$ cat src/rtl/mult_secuencial.sv
// Sequential shift-add multiplier, N iterations per product.
// Define MULT_SECUENCIAL_SIGNED_EN for two's complement operands.
module mult_secuencial #(
  parameter int N = 4
) (
  input  logic           clk,
  input  logic           rst,
  input  logic           start,
  input  logic [N-1:0]   a,
  input  logic [N-1:0]   b,
  output logic           busy,
  output logic           done,
  output logic [2*N-1:0] p,
  output logic [N-1:0]   c,
  output logic           co
);

  localparam int CW = $clog2(N + 1);

  typedef enum logic [1:0] {
    IDLE,
    CALC,
    DONE
  } state_t;

  state_t           state_q;
  logic [N-1:0]     mc_q;
  logic [N:0]       hi_q;
  logic [N-1:0]     lo_q;
  logic [CW-1:0]    cnt_q;
  logic [2*N-1:0]   p_q;
  logic             co_q;

  logic [N:0]       sum;
  logic [N:0]       hi_d;
  logic [N-1:0]     lo_d;
  logic [2*N-1:0]   prod;
  logic [2*N-1:0]   p_d;
  logic             co_d;
  logic [N-1:0]     a_in;
  logic [N-1:0]     b_in;
  logic             last;

`ifdef MULT_SECUENCIAL_SIGNED_EN
  logic             sign_q;
  logic [N:0]       top;
`endif

  // Sum is N+1 bits wide; hi_q stays below 2^N so the carry is kept.
  always_comb begin
    sum  = lo_q[0] ? (hi_q + {1'b0, mc_q}) : hi_q;
    hi_d = {1'b0, sum[N:1]};
    lo_d = {sum[0], lo_q[N-1:1]};
    prod = {hi_d[N-1:0], lo_d};
    last = (cnt_q == CW'(N - 1));
`ifdef MULT_SECUENCIAL_SIGNED_EN
    a_in = a[N-1] ? -a : a;
    b_in = b[N-1] ? -b : b;
    p_d  = sign_q ? -prod : prod;
    top  = p_d[2*N-1:N-1];
    co_d = !((&top) || (~|top));
`else
    a_in = a;
    b_in = b;
    p_d  = prod;
    co_d = |prod[2*N-1:N];
`endif
  end

  always_ff @(posedge clk) begin
    if (rst) begin
      state_q <= IDLE;
      mc_q    <= '0;
      hi_q    <= '0;
      lo_q    <= '0;
      cnt_q   <= '0;
      p_q     <= '0;
      co_q    <= 1'b0;
`ifdef MULT_SECUENCIAL_SIGNED_EN
      sign_q  <= 1'b0;
`endif
    end else begin
      unique case (state_q)
        IDLE: begin
          if (start) begin
            mc_q    <= a_in;
            lo_q    <= b_in;
            hi_q    <= '0;
            cnt_q   <= '0;
`ifdef MULT_SECUENCIAL_SIGNED_EN
            sign_q  <= a[N-1] ^ b[N-1];
`endif
            state_q <= CALC;
          end
        end
        CALC: begin
          hi_q  <= hi_d;
          lo_q  <= lo_d;
          cnt_q <= cnt_q + CW'(1);
          if (last) begin
            p_q     <= p_d;
            co_q    <= co_d;
            state_q <= DONE;
          end
        end
        DONE: state_q <= IDLE;
        default: state_q <= IDLE;
      endcase
    end
  end

  assign busy = (state_q == CALC);
  assign done = (state_q == DONE);
  assign p    = p_q;
  assign c    = p_q[N-1:0];
  assign co   = co_q;

endmodule

$ cat config.mk
export PLATFORM = sky130hd
export DESIGN_NAME = mult_secuencial
export DESIGN_NICKNAME = d
export VERILOG_FILES = /design/src/rtl/mult_secuencial.sv
export SDC_FILE = /design/constraint.sdc
export NUM_CORES = 1
export LEC_CHECK = 0
export CAP_MARGIN = 25
export CORE_MARGIN = 2
export CORE_UTILIZATION = 50
export CTS_BUF_LIST = sky130_fd_sc_hd__clkbuf_8 sky130_fd_sc_hd__clkbuf_16
export DETAILED_ROUTE_END_ITERATION = 6
export PLACE_DENSITY_LB_ADDON = 0.15
export REMOVE_ABC_BUFFERS = 1
export SYNTH_ARGS = -nofsm -noshare
export SYNTH_HDL_FRONTEND = slang
export SYNTH_SLANG_ARGS = --single-unit
$ cat constraint.sdc
create_clock -name clk -period 2.2 [get_ports clk]
set_input_delay 0.66 -clock clk [delete_from_list [all_inputs] [get_ports clk]]
set_output_delay 0.66 -clock clk [all_outputs]
set_load 0.1 [all_outputs]
-- Yosys cells after proc, flatten, opt, wreduce, memory -nomap -nowiden
Cells that the tools add are included.
- add/sub/neg operators: 2
- equality and inequality tests: 5
- muxes and demuxes: 10
- reduce and logical (&&, ||, !) cells: 7
- operator list (kind ; number):
    $mux W5 ; 2
    $pmux W5 S2 ; 1
    $pmux W4 S2 ; 1
    $reduce_and A2 Y1 ; 4
    $pmux W3 S2 ; 1
    $add A5 B4 Y5 ; 1
    $mux W2 ; 2
    $mux W4 ; 1
    $pmux W2 S2 ; 1
    $reduce_or A4 Y1 ; 1
    $add A3 B1 Y3 const B ; 1
    $eq A3 B2 Y1 const B ; 1
    $mux W3 ; 1
    $eq A2 B1 Y1 const B ; 1
    $eq A2 B2 Y1 const B ; 1
    $logic_not A2 Y1 ; 1
    $ne A2 B1 Y1 const B ; 1
    $ne A2 B2 Y1 const B ; 1
    $reduce_bool A2 Y1 ; 1
- register bits after elaboration: 27
- input port bits: 11
- logic and storage cells: 31

-- Longest topological paths before layout
Gate-level depths: netlist (run 1).
- depth after elaboration: 3
- mapped depth: 7
- mapped depth without buffers: 6

-- Worst setup path before layout (run 1)
No wires, ideal clock.
- path type: register to output
- from: register state_q[0]
- to: output done
- arrival time: 1.779 ns
- required time: 1.540 ns
- setup slack: -0.239 ns
- stages on the path, launching flop included: 3
- buffers on the path: 1
- path through: dfxtp_1 > buf_4 > nor2b_1
- cells in the longest elaborated chain, start to end: 1
- RTL lines (item ; RTL line ; source):
    from (decl) ; 26 ; state_t state_q;
    from (signal assigned) ; 72 ; state_q <= IDLE;
    from (signal assigned) ; 93 ; state_q <= CALC;
    from (signal assigned) ; 103 ; state_q <= DONE;
    $eq A2 B2 Y1 ; 113 ; assign done = (state_q == DONE);
    to (decl) ; 12 ; output logic done,
Every way passes these cells.

-- Final worst setup path (run 1)
- from: register state_q[0]
- to: output busy
- cells in the longest elaborated chain, start to end: 1
- RTL lines (item ; RTL line ; source):
    $eq A2 B1 Y1 ; 112 ; assign busy = (state_q == CALC);
    to (decl) ; 11 ; output logic busy,
Every way passes these cells.

==> results.py, run 1 <==
metrics = {
    "layout": {
        "post_route_non_filler_standard_cell_count": 194,
        "post_route_cells_drive_above_1_share_pct": 18.29,
        "nNetsFinal": 183,
        "synthToLayoutAreaGrowth_pct": 19.46,
        "antennaDiodeCount": 0,
        "stdcell_area_um2": 1559,
    },
    "yosys": {
        "synth_area_leader_cell": "sky130_fd_sc_hd__dfxtp_1",
        "main_combinational_cell_family_by_area_after_synthesis": "simple AND/OR/NAND/NOR gates",
        "synthCells": 146,
        "yosysSeqAreaShare_pct": 39.88,
        "post_synth_xor_area_fraction_pct": 0.6711,
        "netlist.area_leader.share_pct": 39.88,
        "synth_compound_area_share_pct": 16.87,
        "yosys_register_bits": 26,
        "post_synth_instance_area_um2": 1305,
        "muxShareOfSynthArea_pct": 3.164,
        "synth_cell_type_count": 34,
        "yosys.area_share.simple_pct": 23.87,
        "postSynthAreaPerCell_um2": 8.938,
        "synth_fa_ha_area_share_pct": 7.287,
        "synth.yosys.warnings": 0,
        "synth_top_cells_by_area": "sky130_fd_sc_hd__dfxtp_1 40%, sky130_fd_sc_hd__nor2_1 6.3%, sky130_fd_sc_hd__nand2_1 6.0%",
    },
    "setup_path": {
        "critical_path.max_fanout": 10,
        "setup.worst_path.start_class": "flip-flop",
        "maximum_cell_stage_delay_along_the_critical_path_ns": 0.54,
        "cp.buffers_inverters": 2,
        "worstPathRequired_ns": 1.54,
        "crit_path_end_kind": "output pin",
        "timing.critical_path.depth": 3,
        "arrival_ns": 1.29,
        "timing.critical_path.max_delay_family": "flip-flops",
        "cp_cell_instances": "nand2b_4, clkinv_8, buf_12",
        "r2r.worst_path.cells": 6,
        "worst_case_register_to_register_setup_slack_ns": 0.33,
        "critical_path.slowest_cell": "sky130_fd_sc_hd__dfxtp_1",
        "timing.setup.critical_path_class": "flip-flop to output pin",
    },
    "timing": {
        "worst_slew_pin_slew_ns": 0.4064,
        "final.setup_skew_ns": 0.001539,
        "final_min_period_over_clock_period_pct": 88.75,
        "finalSetupViolations": 0,
        "normalized_max_slew_margin_pct": 72.91,
        "period_needed_ns": 1.953,
        "fin_tns_setup_ns": 0,
        "rsz0062_at_grt": "no",
        "report.final.slew_viol_count": 0,
        "fin_worst_hold_slack_ns": 0.4606,
        "final-hold-violation-count": 0,
        "fmax_mhz": 512.1,
    },
    "clock_tree": {
        "cts_root_buffer": "sky130_fd_sc_hd__clkbuf_8",
        "tritoncts.num_buffers": 3,
        "ctsHtreeMaxLevel": 1,
        "postCtsSetupBuffers": 0,
        "cts_tree": "done",
        "clock_path_buffers": 2,
        "cts.hold.buffers_added": 0,
        "cts-resized-gates": 0,
        "clock-sinks": 26,
        "clk_transition_reported_paths_ns": 0.09,
        "clk_latency_ns": 0.27,
    },
    "route": {
        "vias_per_cell": 5.392,
        "wirelength_um": 2602,
        "route.antenna.remaining_nets": 0,
        "drt_first_iter_violations": 9,
        "firstDrtPassIters": 4,
        "drcViolationCount": 0,
        "num_vias": 1046,
        "routed_wire_length_per_instance_um": 13.41,
    },
    "global_routing": {
        "grt.met2_usage_pct": 35.12,
        "number_of_global_route_vias_before_repair": 981,
        "gr-usage-all-layers_pct": 19.48,
        "grt_util_met1_pct": 23.79,
        "grt.overflow.total": 0,
        "antenna_violations_before_repair": 0,
        "groute.layer.met3.usage_pct": 4.301,
        "grt-busiest-layer": "met2",
        "grt_first_pass_wirelength_um": 4236,
        "grt_max_degree": 27,
    },
    "placement": {
        "post-dp-hpwl_um": 2044,
        "dpl-instance-area_um2": 1504,
        "io_buffer_count": 25,
        "globalplace.congestion": 0.7902,
        "placed_cells": 190,
    },
    "hold_path": {
        "timing.hold.worst_path_depth": 2,
        "hold_path.class": "flip-flop to flip-flop",
    },
    "floorplan": {
        "die_width_um": 55.09,
        "placementRows": 18,
        "initial_utilization_pct": 52.68,
        "floorplan.core_area_um2": 2477,
        "dieHeight_um": 55.09,
        "ports_placed_on_the_boundary": 26,
        "dieArea_um2": 3035,
    },
    "outcome": {
        "outcome": "complete, no violations",
    },
    "power": {
        "p_leak_uw": 0.0006166,
        "p_total_uw": 926.2,
        "power_density_nw_per_um2": 594.1,
        "vdd_ir_drop_max_mv": 0.5211,
    },
    "run": {
        "cap_violations": 0,
    },
}
Yosys cell counts, drive strengths merged:
| cell type | n |
|---|---|
| mux2 | 1 |
| fa | 1 |
| dfxtp | 26 |
| nand3 | 1 |
| nand2 | 22 |
| a211oi | 4 |
| inv | 2 |
| nor4 | 1 |
| mux2i | 3 |
| xnor2 | 1 |
| a22oi | 4 |
| a311oi | 3 |
| o21ai | 6 |
| nor3 | 2 |
| nand4bb | 1 |
| buf | 10 |
| a21oi | 14 |
| clkbuf | 2 |
| ha | 6 |
| nand2b | 3 |
| nor2b | 2 |
| and2b | 1 |
| clkinv | 1 |
| nand3b | 3 |
| a2111oi | 1 |
| o22a | 1 |
| nor2 | 24 |
area by class of cell:
type	count	area (µm²)
clock buffer	4	55.05
tap	30	37.54
fill	232	918.4
multi-input combinational	105	676.9
timing repair buffer	26	245.2
inverter	3	23.77
sequential	26	520.5
power breakdown:
part	leakage, µW	internal, µW	switching, µW
clock	0.0000288	160	146
combinational	0.000376	50.2	66.7
sequential	0.000212	485	18.6
total	0.000617	695	231
through the flow:
step / utilization [%] / worst slack, ns
final: 62.93 / 0.2474
after global routing: 62.93 / 0.1746
after CTS: 62.93 / 0.2565
after detailed placement: 60.71 / 0.2143
after global placement: 60.71 / 0.2795
after floorplan: - / -0.1959
registers in the layout, summed over array words and instances, names as in the netlist:
register / count
p: 8
hi_q: 4
lo_q: 4
mc_q: 4
cnt_q: 3
state_q: 2
co: 1
metal layers:
metal	part of all wire, %	wire length (µm)
met5	0	0
met4	0.38	10
met3	3.4	89
met2	51	1325
met1	45	1177
cell families (layout without fill, tap and decap cells):
| logic type | count (synthesis) | after routing |
|---|---|---|
| muxes | 4 | 4 |
| xor gates and xnor gates | 1 | 1 |
| adders and majority gates | 7 | 7 |
| buffers and inverters | 15 | 33 |
| DFF | 26 | 26 |
| and+or+nand+nor | 60 | 60 |
| AOI/OAI and AO/OA | 33 | 33 |
worst register-to-register path, stage by stage (launching register included):
cell,delay [ns]
sky130_fd_sc_hd__dfxtp_1,0.33
sky130_fd_sc_hd__ha_1,0.22
sky130_fd_sc_hd__fa_1,0.42
sky130_fd_sc_hd__a211oi_1,0.26
sky130_fd_sc_hd__nor2_1,0.14
sky130_fd_sc_hd__nor4_4,0.29
sky130_fd_sc_hd__a211oi_2,0.09
worst paths after layout:
kind                              to       start
worst max-delay path            busy  state_q[0]
worst min-delay path            p[7]        p[7]
worst max register to register    co     mc_q[0]
worst min register to register  p[7]        p[7]
cells in the final DEF, fill, tap and decap left out, drive strengths merged, types with 4 or more instances in the layout:
cell           synthesis  routed
dfxtp                 26      26
nor2                  24      24
nand2                 22      22
buf                   10      16
a21oi                 14      14
clkdlybuf4s50          0      10
o21ai                  6       6
ha                     6       6
a22oi                  4       4
clkbuf                 2       4
a211oi                 4       4
Power figures use the tool's default switching activity.
==> inputs of run 2 (changes only) <==
CORE_MARGIN = 4   (was 2)
==> run 2 against run 1 <==
  * Critical path depth stayed put
  * Clock power up 29%
  * Worst hold slack improved by 0.0018 ns
  * Non-clock buffer count unchanged
  * Wire length up 3.2%
  * Via count is 3.1% higher
  * Combinational power about the same
  * Core utilization grew 0.66 points
  * Count of clock-buffer cells in the layout down 1
  * Flip-flop and latch count unchanged
  * Fmax increased by 0.53%
  * Sequential power about the same
  * Highest routed layer unchanged
==> results.py, run 2 (synthesis results as in run 1) <==
metrics = {
    "outcome": {
        "outcome": "complete, no violations",
    },
    "route": {
        "vias_per_cell": 5.557,
        "drt_first_iter_violations": 42,
        "num_vias": 1078,
        "firstDrtPassIters": 4,
        "route.antenna.remaining_nets": 0,
        "wirelength_um": 2685,
        "drcViolationCount": 0,
        "routed_wire_length_per_instance_um": 13.84,
    },
    "timing": {
        "fmax_mhz": 514.8,
        "fin_tns_setup_ns": 0,
        "rsz0062_at_grt": "no",
        "final-hold-violation-count": 0,
        "final.setup_skew_ns": 0.007243,
        "normalized_max_slew_margin_pct": 74.07,
        "report.final.slew_viol_count": 0,
        "final_min_period_over_clock_period_pct": 88.29,
        "fin_worst_hold_slack_ns": 0.4624,
        "period_needed_ns": 1.942,
        "timing.final.ws_setup_ns": 0.2577,
        "worst_slew_pin_slew_ns": 0.3889,
        "finalSetupViolations": 0,
    },
    "setup_path": {
        "critical_path.max_fanout": 10,
        "arrival_ns": 1.28,
        "timing.setup.critical_path_class": "flip-flop to output pin",
        "setup.worst_path.start_class": "flip-flop",
        "critical_path.slowest_cell": "sky130_fd_sc_hd__dfxtp_1",
        "maximum_cell_stage_delay_along_the_critical_path_ns": 0.52,
        "timing.critical_path.max_delay_family": "flip-flops",
        "cp_cell_instances": "nand2b_4, clkinv_8, buf_12",
        "cp.buffers_inverters": 2,
        "worstPathRequired_ns": 1.54,
        "crit_path_end_kind": "output pin",
    },
    "floorplan": {
        "initial_utilization_pct": 52.68,
        "placementRows": 18,
        "dieHeight_um": 59.09,
        "floorplan.core_area_um2": 2477,
        "ports_placed_on_the_boundary": 26,
        "dieArea_um2": 3492,
        "die_width_um": 59.09,
    },
    "clock_tree": {
        "clock-sinks": 26,
        "cts_root_buffer": "sky130_fd_sc_hd__clkbuf_8",
        "cts.hold.buffers_added": 0,
        "clk_latency_ns": 0.27,
        "postCtsSetupBuffers": 0,
        "clk_transition_reported_paths_ns": 0.09,
        "ctsHtreeMaxLevel": 1,
        "cts-resized-gates": 0,
        "cts_tree": "done",
        "tritoncts.num_buffers": 3,
        "clock_path_buffers": 2,
    },
    "placement": {
        "preCtsSetupSlack_ns": 0.2276,
        "globalplace.congestion": 0.7248,
        "placed_cells": 190,
        "post-dp-hpwl_um": 1996,
        "dpl-instance-area_um2": 1504,
        "io_buffer_count": 25,
    },
    "layout": {
        "final.fill_count": 208,
        "post_route_non_filler_standard_cell_count": 194,
        "multi_input_comb_area_um2": 676.9,
        "stdcell_area_um2": 1575,
        "post_route_cells_drive_above_1_share_pct": 18.29,
        "largest_register_ffs": 8,
        "top_library_cells_by_usage_in_the_layout_fill_and_taps_aside": "26 x sky130_fd_sc_hd__dfxtp_1, 22 x sky130_fd_sc_hd__nor2_1, 21 x sky130_fd_sc_hd__nand2_1",
        "register_area_um2": 520.5,
        "antennaDiodeCount": 0,
        "layout.cells.most_common": "sky130_fd_sc_hd__dfxtp_1",
        "nNetsFinal": 183,
        "synthToLayoutAreaGrowth_pct": 20.71,
    },
    "hold_path": {
        "hold_path.class": "flip-flop to flip-flop",
    },
    "power": {
        "p_leak_uw": 0.0006235,
        "vdd_ir_drop_max_mv": 0.5480,
        "power_density_nw_per_um2": 643.4,
    },
    "global_routing": {
        "grt_first_pass_wirelength_um": 4367,
        "grt.overflow.total": 0,
        "number_of_global_route_vias_before_repair": 1013,
        "grt_max_degree": 27,
        "antenna_violations_before_repair": 0,
        "gr-usage-all-layers_pct": 16.25,
    },
    "run": {
        "cap_violations": 0,
    },
}
## run 2: cell count changes in the layout (fill, tap and decap cells not counted)
cell | before | now
sky130_fd_sc_hd__bufinv_16 | 0 | 1
sky130_fd_sc_hd__clkbuf_8 | 4 | 3
## run 2: final timing paths
kind,startpoint,end,slack (ns),cells after the start
max,state_q[0],busy,0.26,3
min,p[7],p[7],0.46,2
max reg2reg,mc_q[0],co,0.35,6
min reg2reg,p[7],p[7],0.46,2
## run 2: routing by layer
layer | global-route usage (%) | part of all wire [%]
met3 | 3.486 | 7.8
met2 | 29.34 | 53
met5 | 0 | 0
met4 | 3.883 | 0.48
met1 | 19.49 | 39
## run 2: area by class of cell
type | instances | share of cell area [%]
Clock buffer | 3 | 2.621
Clock inverter | 1 | 1.906
Multi-Input combinational cell | 105 | 42.97
Timing Repair Buffer | 26 | 15.57
Sequential cell | 26 | 33.04
Inverter | 3 | 1.509
Tap cell | 30 | 2.383
## run 2: where the power goes
| part | total [µW] | internal (µW) | switching (µW) |
|---|---|---|---|
| combinational | 118 | 50.2 | 67.8 |
| sequential | 504 | 485 | 18.5 |
| clock | 392 | 243 | 148 |
| total | 1010 | 779 | 235 |
## run 2: per-stage QoR
stage / util (%) / total power, µW
after floorplan: - / 580.8
after global placement: 60.71 / 628.4
after detailed placement: 60.71 / 632.1
after CTS: 63.59 / 1021
after global routing: 63.59 / 1053
final: 63.59 / 1014
## run 2: worst min-delay path, stage by stage, from the launching register on
cell,delay (ns)
sky130_fd_sc_hd__dfxtp_1,0.32
sky130_fd_sc_hd__nand2_1,0.05
sky130_fd_sc_hd__a21oi_1,0.05
